## config.mk

```make
export PLATFORM = sky130hd
export DESIGN_NAME = dma_stream_fifo
export DESIGN_NICKNAME = d
export VERILOG_FILES = /design/src/rtl/dma_pkg.sv /design/src/rtl/dma_fifo_mem.sv /design/src/rtl/dma_stream_fifo.sv
export SDC_FILE = /design/constraint.sdc
export NUM_CORES = 1
export LEC_CHECK = 0
export ABC_AREA = 1
export BUFFER_PORTS_ARGS = -buffer_cell sky130_fd_sc_hd__buf_2
export CORE_MARGIN = 2
export CORE_UTILIZATION = 55
export DETAILED_ROUTE_END_ITERATION = 8
export PLACE_DENSITY = 0.79
export REMOVE_ABC_BUFFERS = 1
export SYNTH_ARGS = -nofsm -noshare
export SYNTH_HDL_FRONTEND = slang
export SYNTH_SLANG_ARGS = --single-unit
```

## constraint.sdc

```tcl
create_clock -name clk -period 2.7 [get_ports clk]
set_input_delay 0.81 -clock clk [delete_from_list [all_inputs] [get_ports clk]]
set_output_delay 0.81 -clock clk [all_outputs]
set_load 0.05 [all_outputs]
```

## src/rtl/dma_pkg.sv

```systemverilog
// Shared constants for the DMA datapath: word width, control register bit
// positions and the default geometry of the stream FIFO.
package dma_pkg;

  localparam int unsigned DMA_DATA_W = 32;

  typedef enum logic [1:0] {
    CTRL_ACTIVE  = 2'd0,
    CTRL_MODE    = 2'd1,
    CTRL_INC_DST = 2'd3
  } ctrl_bit_e;

  localparam int unsigned FIFO_DEPTH    = 16;
  localparam int unsigned FIFO_ADDR_W   = 4;
  localparam int unsigned FIFO_AF_LEVEL = 12;

endpackage

```

## src/rtl/dma_fifo_mem.sv

```systemverilog
// FIFO storage: DEPTH x DATA_W register array, one synchronous write port and
// one asynchronous read port. Contents are intentionally not reset.
module dma_fifo_mem #(
  parameter int unsigned DATA_W = 32,
  parameter int unsigned DEPTH  = 16,
  parameter int unsigned ADDR_W = 4
) (
  input  logic              clk,
  input  logic              wr_en,
  input  logic [ADDR_W-1:0] wr_addr,
  input  logic [DATA_W-1:0] wr_data,
  input  logic [ADDR_W-1:0] rd_addr,
  output logic [DATA_W-1:0] rd_data
);

  logic [DATA_W-1:0] mem [DEPTH];

  always_ff @(posedge clk) begin
    if (wr_en) mem[wr_addr] <= wr_data;
  end

  assign rd_data = mem[rd_addr];

endmodule

```

## src/rtl/dma_stream_fifo.sv

```systemverilog
// First-word-fall-through FIFO between the stream processor and the DMA write
// engine, with level/almost-full reporting, sticky error flags and flush.
module dma_stream_fifo
  import dma_pkg::*;
#(
  parameter int unsigned DATA_W   = DMA_DATA_W,
  parameter int unsigned DEPTH    = FIFO_DEPTH,
  parameter int unsigned ADDR_W   = FIFO_ADDR_W,
  parameter int unsigned AF_LEVEL = FIFO_AF_LEVEL
) (
  input  logic              clk,
  input  logic              reset,
  input  logic              flush,
  input  logic              wr_enable,
  input  logic [DATA_W-1:0] wr_data,
  output logic              full,
  output logic              almost_full,
  input  logic              rd_enable,
  output logic [DATA_W-1:0] rd_data,
  output logic              empty,
  output logic [ADDR_W:0]   level,
  output logic              overflow,
  output logic              underflow,
  input  logic              err_clr
);

  localparam logic [ADDR_W:0]   LVL_DEPTH = (ADDR_W+1)'(DEPTH);
  localparam logic [ADDR_W:0]   LVL_AF    = (ADDR_W+1)'(AF_LEVEL);
  localparam logic [ADDR_W:0]   LVL_ONE   = (ADDR_W+1)'(1);
  localparam logic [ADDR_W-1:0] PTR_ONE   = ADDR_W'(1);

  logic [ADDR_W-1:0] wr_ptr, rd_ptr;
  logic [ADDR_W:0]   level_q, level_d;
  logic              overflow_q, underflow_q;
  logic              push_ok, pop_ok, push_rej, pop_rej;
  logic [DATA_W-1:0] head;

  // Flags come from the registered level only, so accept decisions never
  // depend on same-cycle requests (no bypass when empty, no pass-through when full).
  assign empty       = (level_q == '0);
  assign full        = (level_q == LVL_DEPTH);
  assign almost_full = (level_q >= LVL_AF);
  assign level       = level_q;
  assign overflow    = overflow_q;
  assign underflow   = underflow_q;
  assign rd_data     = empty ? '0 : head;

  always_comb begin
    push_ok  = wr_enable & ~full  & ~flush;
    pop_ok   = rd_enable & ~empty & ~flush;
    push_rej = wr_enable &  full  & ~flush;
    pop_rej  = rd_enable &  empty & ~flush;
    level_d  = level_q;
    case ({push_ok, pop_ok})
      2'b10:   level_d = level_q + LVL_ONE;
      2'b01:   level_d = level_q - LVL_ONE;
      default: level_d = level_q;
    endcase
  end

  always_ff @(posedge clk or negedge reset) begin
    if (!reset) begin
      wr_ptr  <= '0;
      rd_ptr  <= '0;
      level_q <= '0;
    end else if (flush) begin
      wr_ptr  <= '0;
      rd_ptr  <= '0;
      level_q <= '0;
    end else begin
      if (push_ok) wr_ptr <= wr_ptr + PTR_ONE;
      if (pop_ok)  rd_ptr <= rd_ptr + PTR_ONE;
      level_q <= level_d;
    end
  end

  // A rejected request in the same cycle as err_clr still leaves the flag set.
  always_ff @(posedge clk or negedge reset) begin
    if (!reset) begin
      overflow_q  <= 1'b0;
      underflow_q <= 1'b0;
    end else begin
      if (push_rej)     overflow_q <= 1'b1;
      else if (err_clr) overflow_q <= 1'b0;
      if (pop_rej)       underflow_q <= 1'b1;
      else if (err_clr)  underflow_q <= 1'b0;
    end
  end

  dma_fifo_mem #(
    .DATA_W (DATA_W),
    .DEPTH  (DEPTH),
    .ADDR_W (ADDR_W)
  ) u_mem (
    .clk     (clk),
    .wr_en   (push_ok),
    .wr_addr (wr_ptr),
    .wr_data (wr_data),
    .rd_addr (rd_ptr),
    .rd_data (head)
  );

endmodule

```

==> metrics <==
launch point of the worst reg-to-reg path level[2]; via density per instance 6.89; final clock period utilization by the worst path 130%; VDD IR-drop max between 0.0008 and 0.0009 V; Yosys warning count 0; Clock transition at path regs about 0.070 ns; number of buffers between clock root and the deepest sink 3; biggest area consumer among synthesized cells sky130_fd_sc_hd__edfxtp_1; cell type group with the largest total delay on the critical path buffers and inverters; slowest stage cell on the critical path sky130_fd_sc_hd__dfrtp_4; area share of the largest cell type after synthesis 73.8%; Compound-Gate Fraction of Synth Area about an eighth; combinational family with the most area after synthesis compound AO/OA/AOI/OAI gates; violations in the final reports negative setup slack; final instance count without filler cells roughly 2300; number of instances in the synthesized netlist approximately 1500; TritonCTS Buffers 49; Routed WL around 66000 um; routability congestion estimate from global placement around 0.83; area fraction in and, or, nand and nor cells after synthesis between 7 and 8%; share of layout cells above drive strength 1 24.6%; Starting Density 55.6%; most common library cell in the layout ignoring fill and taps sky130_fd_sc_hd__edfxtp_1; leading cell types by total area after synthesis sky130_fd_sc_hd__edfxtp_1, sky130_fd_sc_hd__o21ai_0, sky130_fd_sc_hd__nor2_1; Setup crit end kind output port; number of register bits inferred by synthesis roughly 530; number of violations of the max-capacitance limit 0; overall global routing resource usage between 30% and 40%; vias in the first global route ~15000; synthesized-area fraction occupied by xor and xnor cells less than 1%; P&R area growth vs syn 26.0%; leakage between 8 and 9 nW; aggregate global routing overflow 0; CP arrival 2.71 ns; number of antenna violations at the first check in global routing 2; count of cell types in the netlist 29; DR WL/cell just under 30 um; Cell Chain, Critical Path buf_12 -> buf_16 -> o21ai_2 -> o22ai_2 -> nor2_1 -> nor2_1 -> o21ai_2 -> a21oi_2 -> buf_4 -> buf_8; IO Pins 80; Worst Setup Slack, final -0.818 ns; r2r worst-path depth 7; quantity of I/O buffers inserted on ports 79; startpoint kind of the worst setup timing path flop; setup repair after global routing missed its margin true; net total in the final layout 1788; placed cell count 2128; HPWL reported at the end of detailed placement approximately 28000 um; worst setup slack after placement -0.0490 ns; Std-Cell Rows 71; clock latency at the later pin of the worst-skew pair a little under 0.6 ns; type of the setup path with the least slack flop to output port; worst min-delay path class primary input to async pin; largest net degree at the start of global routing 67; clock tree from TritonCTS built; Crit path largest cell delay between 0.5 and 0.6 ns; post-route cell area 0.0262 mm2; RR Endpoint u_mem.mem[6][21]; commonest cells after routing, fill and taps aside sky130_fd_sc_hd__edfxtp_1, sky130_fd_sc_hd__nor2_1, sky130_fd_sc_hd__o21ai_0; Routed Antenna Nets 0; final setup skew between 0.02 and 0.03 ns; fmax about 280 MHz; power density of the placed cells roughly 1000 mW/mm2; outcome finished with violations; R2R Setup Slk roughly 0.60 ns; core box area ~0.037 mm2; number of pins exceeding their max-slew limit in the final report 0; Slew HR roughly 67%; number of detailed-route iterations in the first pass 6; # clock sinks approximately 530; Hold Vio Cnt, Final 0; number of endpoints failing setup at the final stage 32; overall die area roughly 0.04 mm2; transition at the pin with the smallest max-transition slack between 0.4 and 0.5 ns; mapped cell area roughly 0.021 mm2; sequential fraction of the synthesis area between 70% and 80%; wire length of the first global-routing pass between 80000 and 90000 um; CTS hold repair buffers 0; vertical die dimension between 150 and 200 um; setup TNS after final layout -20.53 ns; crit path time final about 3.5 ns; Data required, critical path 1.89 ns; maximum fanout encountered on the critical timing path 33; Avg Inst Size Synth ~13 um2; Clock H-tree levels 2; fraction of the mapped netlist area in adder cells 0.420%; Critical path buffers and inverters 4; cell at the root of the clock tree sky130_fd_sc_hd__clkbuf_16; Area after DPL 0.0228 mm2; Via Count 15800; Die W 199 um; multiplexer share of the synthesized area 0%; final routed DRC violation total 0; initial drt markers about 3200
final cells by class:
| class | count | area [um2] |
|---|---|---|
| Sequential cell | 527 | 15800 |
| Fill cell | 2138 | 11200 |
| Multi-Input combinational cell | 879 | 4910 |
| Timing Repair Buffer | 255 | 3300 |
| Clock buffer | 64 | 1300 |
| Tap cell | 511 | 639 |
| Clock inverter | 24 | 169 |
| Inverter | 30 | 143 |
| Timing Repair inverter | 1 | 16.3 |
| Antenna cell | 2 | 5.00 |
worst max-delay path by stage:
| stage | to | cells past startpoint | from |
|---|---|---|---|
| floorplan | rd_data[10] | 7 | rd_ptr[0] |
| global placement | rd_data[10] | 9 | rd_ptr[0] |
| detailed placement | rd_data[15] | 8 | rd_ptr[0] |
| CTS | rd_data[23] | 7 | rd_ptr[1] |
| global route | rd_data[23] | 10 | rd_ptr[0] |
| finish | rd_data[23] | 10 | rd_ptr[1] |
cells by family (layout without fill, tap and decap cells):
group,Yosys count,count (layout)
AOI/OAI and AO/OA,451,451
xor gates and xnor gates,1,1
adders and majority gates,7,7
buffers and inverters,138,374
DFF,527,527
other,0,2
and+or+nand+nor,420,420
cell usage after synthesis (all sizes together):
cell type  count
o22ai         35
buf           45
inv           28
nor3           1
edfxtp       512
dfrtp         15
o221ai        94
clkbuf        63
xnor2          1
o21ai        285
nor2         311
o21a           1
a21oi         35
clkinv         2
nand3         58
a21boi         1
nand4          2
ha             7
nand2         48
layer usage:
metal / global-route usage (%) / part of all wire, % / vias up
met1: 39.0 / 33 / 7591
met3: 7.49 / 15 / 352
met5: 0 / 0 / -
met2: 48.2 / 47 / 1616
li1: - / - / 6241
met4: 14.5 / 5.8 / 0
state kept, by name (all words and copies together), names as in the netlist:
register / count
overflow: 1
level: 5
rd_ptr: 4
underflow: 1
u_mem.mem: 512
wr_ptr: 4
per-stage QoR:
step | hold WS, ns | total power [mW] | util, %
after floorplan | 0.514 | 13.6 | -
after global placement | 0.510 | 16.6 | 60.9
after detailed placement | 0.525 | 16.9 | 60.9
after CTS | 0.156 | 25.3 | 67.8
after global routing | 0.179 | 28.0 | 70.0
final | 0.166 | 27.3 | 70.0
power breakdown:
group / internal [mW] / switching, mW / leakage, nW / total (mW)
logic: 4.60 / 6.87 / 3.44 / 11.5
clock network: 3.51 / 3.02 / 0.709 / 6.53
registers: 9.14 / 0.139 / 4.80 / 9.28
what timing repair did:
action | 4_1_cts | 5_1_grt
buffers inserted | 25 | 28
setup endpoints to repair | 33 | 33
cloned | 16 | 10
resized for setup | 141 | 139
pin swaps | 45 | 91
No activity file was read; power rests on OpenSTA's default activity.
